==> src/rtl/apb_mailbox_slave_if.sv <==
// apb_mailbox_slave_if: APB3 completer bus bundle between the bridge and the mailbox
interface apb_mailbox_slave_if #(
    parameter int APB_ADDR_WIDTH = 12,
    parameter int DATA_WIDTH     = 32
) ();
    logic                      psel;
    logic                      penable;
    logic                      pwrite;
    logic [APB_ADDR_WIDTH-1:0] paddr;
    logic [DATA_WIDTH-1:0]     pwdata;
    logic [DATA_WIDTH-1:0]     prdata;
    logic                      pready;
    logic                      pslverr;
    modport master (
        output psel, penable, pwrite, paddr, pwdata,
        input  prdata, pready, pslverr
    );
    modport slave (
        input  psel, penable, pwrite, paddr, pwdata,
        output prdata, pready, pslverr
    );
endinterface

==> src/rtl/apb_mailbox_slave.sv <==
// apb_mailbox_slave: APB3 mailbox FIFO with control/status registers, wait states and threshold IRQ
module apb_mailbox_slave #(
    parameter int APB_ADDR_WIDTH = 12,
    parameter int DATA_WIDTH     = 32,
    parameter int FIFO_DEPTH     = 8
) (
    input  logic                clk_i,
    input  logic                rst_ni,
    apb_mailbox_slave_if.slave  apb,
    output logic                irq_o
);
    localparam int AW = $clog2(FIFO_DEPTH);
    localparam int CW = AW + 1;
    logic [DATA_WIDTH-1:0] mem [FIFO_DEPTH];
    logic [AW-1:0]         wp, rp;
    logic [CW-1:0]         count, thresh, count_nxt, thresh_nxt;
    logic [3:0]            wait_r, wcnt;
    logic                  access, done, mapped, empty, full, err;
    logic                  sel_data, sel_status, sel_ctrl, sel_thresh;
    logic                  push, pop, ctrl_wr, flush, thresh_wr;
    logic [DATA_WIDTH-1:0] status_rd, ctrl_rd, thresh_rd, reg_rd;
    logic                  unused_addr;
    assign unused_addr = ^apb.paddr[1:0];
    assign access      = apb.psel & apb.penable;
    assign apb.pready  = rst_ni & access & (wcnt == 4'd0);
    assign done        = apb.pready;
    assign mapped      = apb.paddr[11:4] == 8'd0;
    assign sel_data    = mapped & (apb.paddr[3:2] == 2'd0);
    assign sel_status  = mapped & (apb.paddr[3:2] == 2'd1);
    assign sel_ctrl    = mapped & (apb.paddr[3:2] == 2'd2);
    assign sel_thresh  = mapped & (apb.paddr[3:2] == 2'd3);
    assign empty       = count == '0;
    assign full        = count == CW'(FIFO_DEPTH);
    assign err         = !mapped | (sel_data & apb.pwrite & full) | (sel_data & !apb.pwrite & empty)
                       | (sel_status & apb.pwrite);
    assign apb.pslverr = done & err;
    assign push        = done & sel_data & apb.pwrite & !full;
    assign pop         = done & sel_data & !apb.pwrite & !empty;
    assign ctrl_wr     = done & sel_ctrl & apb.pwrite;
    assign flush       = ctrl_wr & apb.pwdata[0];
    assign thresh_wr   = done & sel_thresh & apb.pwrite;
    assign count_nxt   = flush ? '0 : push ? count + 1'b1 : pop ? count - 1'b1 : count;
    assign thresh_nxt  = thresh_wr ? apb.pwdata[CW-1:0] : thresh;
    // register read views; flush bit always reads back as zero
    always_comb begin
        status_rd          = '0;
        status_rd[0]       = empty;
        status_rd[1]       = full;
        status_rd[8 +: CW] = count;
        ctrl_rd            = '0;
        ctrl_rd[7:4]       = wait_r;
        thresh_rd          = '0;
        thresh_rd[CW-1:0]  = thresh;
        reg_rd             = sel_data ? mem[rp] : sel_status ? status_rd : sel_ctrl ? ctrl_rd : thresh_rd;
    end
    assign apb.prdata = (done & !err & !apb.pwrite) ? reg_rd : '0;
    // wait-state counter: load in setup, count down in access, hold if psel drops
    always_ff @(posedge clk_i or negedge rst_ni) begin
        if (!rst_ni) wcnt <= '0;
        else if (apb.psel & !apb.penable) wcnt <= wait_r;
        else if (access && wcnt != 4'd0) wcnt <= wcnt - 4'd1;
    end
    // FIFO bookkeeping, control registers and IRQ from post-update occupancy
    always_ff @(posedge clk_i or negedge rst_ni) begin
        if (!rst_ni) begin
            count  <= '0;
            thresh <= '0;
            wait_r <= '0;
            wp     <= '0;
            rp     <= '0;
            irq_o  <= 1'b0;
        end else begin
            count  <= count_nxt;
            thresh <= thresh_nxt;
            irq_o  <= (thresh_nxt != '0) && (count_nxt >= thresh_nxt);
            if (ctrl_wr) wait_r <= apb.pwdata[7:4];
            if (flush) begin
                wp <= '0;
                rp <= '0;
            end else begin
                if (push) wp <= wp + 1'b1;
                if (pop) rp <= rp + 1'b1;
            end
        end
    end
    // mailbox storage; contents are only observable while count is non-zero
    always_ff @(posedge clk_i) begin
        if (push) mem[wp] <= apb.pwdata;
    end
endmodule

==> src/flat_wrapper.sv <==
// flat-port wrapper written by rule: the top's interface ports become plain ports
module apb_mailbox_slave_flat 
#(
    parameter int APB_ADDR_WIDTH = 12,
    parameter int DATA_WIDTH     = 32,
    parameter int FIFO_DEPTH     = 8
)
  (clk_i, rst_ni, irq_o, apb_psel, apb_penable, apb_pwrite, apb_paddr, apb_pwdata, apb_prdata, apb_pready, apb_pslverr);
  apb_mailbox_slave_if #(.APB_ADDR_WIDTH(APB_ADDR_WIDTH), .DATA_WIDTH(DATA_WIDTH)) apb_i ();
  input  logic clk_i;
  input  logic rst_ni;
  output logic irq_o;
  input wire logic [$bits(apb_i.psel)-1:0] apb_psel;
  input wire logic [$bits(apb_i.penable)-1:0] apb_penable;
  input wire logic [$bits(apb_i.pwrite)-1:0] apb_pwrite;
  input wire logic [$bits(apb_i.paddr)-1:0] apb_paddr;
  input wire logic [$bits(apb_i.pwdata)-1:0] apb_pwdata;
  output wire logic [$bits(apb_i.prdata)-1:0] apb_prdata;
  output wire logic [$bits(apb_i.pready)-1:0] apb_pready;
  output wire logic [$bits(apb_i.pslverr)-1:0] apb_pslverr;
  assign apb_i.psel = apb_psel;
  assign apb_i.penable = apb_penable;
  assign apb_i.pwrite = apb_pwrite;
  assign apb_i.paddr = apb_paddr;
  assign apb_i.pwdata = apb_pwdata;
  assign apb_prdata = apb_i.prdata;
  assign apb_pready = apb_i.pready;
  assign apb_pslverr = apb_i.pslverr;
  apb_mailbox_slave #(.APB_ADDR_WIDTH(APB_ADDR_WIDTH), .DATA_WIDTH(DATA_WIDTH), .FIFO_DEPTH(FIFO_DEPTH)) u_core (.clk_i(clk_i), .rst_ni(rst_ni), .apb(apb_i), .irq_o(irq_o));
endmodule
==> config.mk <==
export PLATFORM = sky130hd
export DESIGN_NAME = apb_mailbox_slave_flat
export DESIGN_NICKNAME = d
export VERILOG_FILES = /design/src/rtl/apb_mailbox_slave_if.sv /design/src/rtl/apb_mailbox_slave.sv /design/src/flat_wrapper.sv
export SDC_FILE = /design/constraint.sdc
export NUM_CORES = 1
export LEC_CHECK = 0
export ABC_CLOCK_PERIOD_IN_PS = 13200
export BUFFER_PORTS_ARGS = -buffer_cell sky130_fd_sc_hd__buf_2
export CAP_MARGIN = 20
export CORE_UTILIZATION = 58
export CTS_CLUSTER_SIZE = 8
export DETAILED_ROUTE_END_ITERATION = 8
export PLACE_DENSITY = 0.85
export SYNTH_ARGS = -nofsm -noshare
export SYNTH_HDL_FRONTEND = slang
export SYNTH_SLANG_ARGS = --single-unit
==> constraint.sdc <==
create_clock -name clk_i -period 13.2 [get_ports clk_i]
set_input_delay 1.32 -clock clk_i [delete_from_list [all_inputs] [get_ports clk_i]]
set_output_delay 1.32 -clock clk_i [all_outputs]
set_load 0.05 [all_outputs]
==> results.txt, run 1 <==
aggregate global-route resource usage = 23.92%
clock slew at reported path FFs = 0.05 ns
total CTS buffers = 40
Tcrit/Tclk final = 37.73%
row count = 50
Yosys top cell by area = edfxtp_1
final max-slew violation count = 0
most common cell after layout, fill and taps aside = edfxtp_1
post-CTS sizing = 0
slew at the pin with the worst max-slew slack = 1.054 ns
postcts setup bufs = 0
total global routing overflow = 0
Die X-Extent = 142.1 um
htree depth = 2
Tot Pwr = 1.904 mW
Fill cells = 1,160
Final Hold Viols = 0
ANT cells = 0
Worst EP required = 11.88 ns
min-delay worst type = reg2reg
Setup WS pre-CTS = 8.128 ns
Total Routed Length = 23.06 mm
total vias in the final route = 5,999
YS warnings = 0
Clock Skews = 0.01681 ns
Reg area = 8269 sq um
area delta synth->final = 15.94%
Syn Std Cell Area = 11,380 sq um
setup ws final = 8.220 ns
Cell Chain, Critical Path = buf_2 > and2_1 > and4_4 > nand2_1 > nor2_1 > buf_2
Fmax = 0.2008 GHz
CP arrival = 3.66 ns
antenna-violating nets left = 0
Max IR drop VDD = 0.0001280 V
Max Cap Viol = 0
ys flop type = edfxtp_1
post-detail-place hpwl = 12.62 mm
Area contributors post-synth = edfxtp_1 (68%), mux4_2 (13%), dfrtp_1 (5.1%)
Largest stage delay, worst path = 0.63 ns
total negative slack = 0 ns
Yosys top cell area share = 67.54%
Setup Crit Path Kind = in2out
Worst setup SP type = input pin
Unique masters post-synth = 50
DR iter-0 viols = 423
Syn Nets = 660
final setup vio count = 0
DRC Markers = 0
Synth Register Bits = 279
Syn Inst Count = 601
die area = 20,190 sq um
utilization after layout = 69.62%
Starting Density = 60.05%
clock latency on the worst-skew pair = 0.51 ns
Pwr Density = 144.3 nW/um^2
Worst setup EP type = output port
Worst path slowest cell = nand2_1
routability cong. = 0.8376
vias in the first global route = 6,265
maximum fanout along the worst path = 24
nets = 768
DRT Pass-1 Iters = 4
DR WL/cell = 23.46 um
Hold Buf Count CTS = 0
CORE AREA = 18,960 sq um
area occupied by multi-input gates = 2975 sq um
clk buf depth = 3
CTS root buf = clkbuf_16
RSZ-0062 raised after global routing = no
port bufs = 81
first-pass GRT wire length = 35.29 mm
share of layout cells above drive strength 1 = 30.43%
LEAKAGE = 4.410 nW
io pins = 84
outcome = completed
vias per inst = 6.103
Min Clock Period, post-route = 4.980 ns
commonest non-fill, non-tap cells in the layout = edfxtp_1 (256), buf_2 (81), mux4_2 (64), nor2_1 (45), clkbuf_16 (40)
async set or reset register ratio after synthesis = 8.244%
initial antenna violation count = 0
Die Ht = 142.1 um
number of synthesized flops with an enable pin = 256
cell repeated most along the worst path = buf_2
Sinks on Clock Net = 279
Rel. slew slack = 29.53%
Mapped Avg Cell Area = 18.94 sq um
pin count of the biggest net entering global routing = 67
CTS tree = yes
Seq/Total Area, Yosys = 72.60%
==> area by class of cell <==
class	count	area share, %
flip-flops and latches	279	62.66
inverters	11	0.3129
clock buffers	54	7.983
repair buffers	94	3.840
well taps	260	2.465
multi-input cells	283	22.55
clock inverters	2	0.1896
==> worst paths after layout <==
path | from | end | slack, ns | depth (start not counted)
max in group asynchronous | rst_ni | u_core.rp[0] | 11.99 | 1
hold / removal | u_core.wait_r[1] | u_core.wait_r[1] | 0.51 | 1
hold reg to reg | u_core.wait_r[1] | u_core.wait_r[1] | 0.51 | 1
min in group asynchronous | rst_ni | u_core.thresh[2] | 0.80 | 1
setup reg to reg | u_core.count[0] | u_core.irq_o | 9.77 | 11
setup / recovery | rst_ni | apb_prdata[28] | 8.22 | 6
==> per-stage QoR <==
step / hold slack (ns) / instance area, sq um / std cells
after floorplan: 0.4653 / 11380 / 601
after global placement: 0.4914 / 12110 / 926
after detailed placement: 0.5039 / 12110 / 926
after CTS: 0.5166 / 13190 / 982
after global routing: 0.5342 / 13200 / 983
final: 0.5106 / 13200 / 983
==> synthesized netlist by cell type (4+ instances only) <==
cell type,n
mux4_2,64
nor2_1,48
inv_1,11
a21oi_1,16
nor4_1,4
clkbuf_1,8
nor3_1,7
ha_1,10
a211oi_1,9
mux2i_1,33
dfrtp_1,23
buf_2,11
nand2b_1,7
edfxtp_1,256
o21ai_0,7
a31oi_1,4
nand3_1,6
nor2b_1,4
nand2_1,20
mux2_1,4
==> flip-flops by register name, summed over array words and instances (netlist names) <==
signal,count
u_core.count,4
u_core.irq_o,1
u_core.mem,256
u_core.rp,3
u_core.thresh,4
u_core.wait_r,4
u_core.wcnt,4
u_core.wp,3
==> critical path, delay by kind of cell <==
kind,cells,cell delay (ns)
buffers and inverters,2,0.74
and+or+nand+nor,4,1.56
==> power by group <==
part | total (mW) | internal, mW | switching, mW
combinational | 0.0424 | 0.0144 | 0.0280
sequential | 0.974 | 0.970 | 0.00355
clock | 0.887 | 0.548 | 0.340
total | 1.90 | 1.53 | 0.371
==> layer usage <==
metal / vias to the layer above / wire (um) / track usage [%]
met1: 3098 / 9376 / 31.66
met3: 36 / 1545 / 4.542
met5: - / 0 / 0
met4: 0 / 423 / 7.470
li1: 2622 / - / -
met2: 243 / 11710 / 40.56
==> cells by family (layout without fill, tap and decap cells) <==
kind of cell / after synthesis / in the layout / share of synthesized area (%)
buffers and inverters: 39 / 161 / 1.704
muxes: 101 / 101 / 15.96
adders and majority gates: 10 / 10 / 1.099
xor gates and xnor gates: 5 / 5 / 0.3848
DFF: 279 / 279 / 72.60
AOI/OAI and AO/OA: 49 / 49 / 2.682
and+or+nand+nor: 118 / 118 / 5.573
(Power assumes the default switching activity.)
==> inputs of run 2 (changes only) <==
- ABC_CLOCK_PERIOD_IN_PS: 13200 -> 5200
- clock period: 13.2 -> 5.2 ns (I/O delays scaled with it)
==> run 2 against run 1 <==
Net effect:
- via count grew 0.58%
- worst hold slack lost 0.27 ns
- critical path depth shrank 1
- sequential share of layout area shrank 0.23 points
- register-to-register slack lost 7.9 ns
- die area is the same
- combinational power grew to 2.5 times the previous value
- cell count grew 0.31%
- global-route usage grew 0.54 points
- non-clock buffer count is the same
- first-iteration DRC count grew 10%
==> results.txt, run 2 (synthesized netlist as in run 1, its figures left out) <==
HP Start = apb_psel
area delta synth->final = 16.36%
Largest stage delay, worst path = 0.98 ns
DR iter-0 viols = 466
first-pass GRT wire length = 35.92 mm
nets = 768
total global routing overflow = 0
clk buf depth = 3
Crit Reg-Reg Endpoint = u_core.mem[3][24]
clock network power share = 46.9%
Pwr Density = 366.5 nW/um^2
most flop-heavy register = u_core.mem
most common cell after layout, fill and taps aside = edfxtp_1
family with the most delay on the worst path = flip-flops
CP bufs+invs = 2
io pins = 84
Logic pwr share = 2.2%
Clock Skews = 0.01255 ns
worst r2r path cells = 8
routability cong. = 0.8751
r2r setup slk = 1.88 ns
Fmax = 0.2647 GHz
share of layout cells above drive strength 1 = 30.34%
total vias in the final route = 6,034
CP startpoint = u_core.rp[0]
postcts setup bufs = 0
Starting Density = 60.05%
outcome = completed
Worst EP required = 4.68 ns
LEAKAGE = 4.423 nW
Fill cells = 1,160
clock latency on the worst-skew pair = 0.52 ns
Setup Crit Path Kind = reg2out
reg2reg start = u_core.count[0]
commonest non-fill, non-tap cells in the layout = edfxtp_1 (256), buf_2 (81), mux4_2 (64), nor2_1 (45), clkbuf_16 (41)
total CTS buffers = 40
Max IR drop VDD = 0.0003532 V
Die Ht = 142.1 um
Final Hold Viols = 0
Switching Share = 19.18%
Die X-Extent = 142.1 um
Worst Setup EP = apb_prdata[24]
hold slack = 0.2405 ns
htree depth = 2
CTS root buf = clkbuf_16
min-delay worst type = in2reg
vias per inst = 6.120
Sinks on Clock Net = 279
Worst path slowest cell = dfrtp_4
DRT Pass-1 Iters = 4
aggregate global-route resource usage = 24.45%
final max-slew violation count = 0
Worst setup SP type = register
Tcrit/Tclk final = 72.64%
Setup WS pre-CTS = 1.622 ns
RSZ-0062 raised after global routing = no
Min Clock Period, post-route = 3.777 ns
setup ws final = 1.423 ns
post-detail-place hpwl = 13.14 mm
Max Cap Viol = 0
antenna-violating nets left = 0
pin count of the biggest net entering global routing = 46
DRC Markers = 0
Worst setup EP type = output port
register share of total power = 50.9%
DP Area = 12,130 sq um
Total Routed Length = 23.08 mm
Rel. slew slack = 24.24%
fin area = 13,240 sq um
CORE AREA = 18,960 sq um
post-CTS sizing = 0
DR WL/cell = 23.41 um
die area = 20,190 sq um
clock slew at reported path FFs = 0.05 ns
maximum fanout along the worst path = 43
initial antenna violation count = 1
total negative slack = 0 ns
CP arrival = 3.26 ns
number of flip-flops in the largest register = 256
row count = 50
CTS tree = yes
Cell Chain, Critical Path = buf_4 > mux4_2 > mux2i_1 > nor2_1 > buf_2
Net Sw Power = 0.9311 mW
port bufs = 81
Crit path depth = 5
internal power = 3.922 mW
slew at the pin with the worst max-slew slack = 1.136 ns
final setup vio count = 0
vias in the first global route = 6,432
-- run 2: cell count changes in the layout (fill, tap and decap cells not counted), sizes merged --
cell         before  now
buf              94   93
inv              12   13
clkbuf           54   56
clkinv            1    0
diode             0    1
dlygate4sd3       0    1
-- run 2: layout make-up --
| class | count | area (sq um) | share of cell area (%) |
|---|---|---|---|
| multi-input combinational | 283 | 2975 | 22.47 |
| timing repair buffer | 94 | 530.5 | 4.006 |
| clock inverter | 2 | 17.52 | 0.1323 |
| inverter | 11 | 41.29 | 0.3118 |
| clock buffer | 56 | 1082 | 8.172 |
| tap | 260 | 325.3 | 2.456 |
| sequential | 279 | 8269 | 62.44 |
| antenna | 1 | 2.502 | 0.01889 |
-- run 2: repair_timing --
action / 4_1_cts / 5_1_grt
endpoints found under the setup margin: 0 / 0
hold buffers: 1 / 0
endpoints found under the hold margin: 23 / 0
-- run 2: routing by layer --
layer | up-vias | global-route usage [%] | share of wire, %
met3 | 45 | 5.417 | 6.6
met4 | 2 | 9.225 | 2.0
met2 | 242 | 41.54 | 52
met1 | 3112 | 31.10 | 40
li1 | 2633 | - | -
met5 | - | 0 | 0.035
-- run 2: power groups by stage --
stage	sequential [mW]	combinational (mW)	clock [mW]
after floorplan	2.51	0.0474	0
after global placement	2.51	0.0959	0
after detailed placement	2.51	0.105	0
after CTS	2.47	0.107	2.31
after global routing	2.47	0.121	2.41
final	2.47	0.107	2.27
-- run 2: metrics by stage --
step,std cells,util (%),total power [mW]
after global placement,926,64.00,2.607
after floorplan,601,-,2.559
after CTS,985,69.85,4.893
final,986,69.87,4.853
after detailed placement,926,64.00,2.618
after global routing,985,69.85,4.996
-- run 2: worst min path at each step --
stage,to,slack [ns],cells after the start
6_report,u_core.wcnt[2],0.24,2
5_1_grt,u_core.wcnt[2],0.24,2
4_1_cts,u_core.wcnt[2],0.22,2
3_5_place_dp,u_core.wait_r[0],0.51,1
3_3_place_gp,u_core.wcnt[1],0.49,2
2_1_floorplan,u_core.count[0],0.22,0
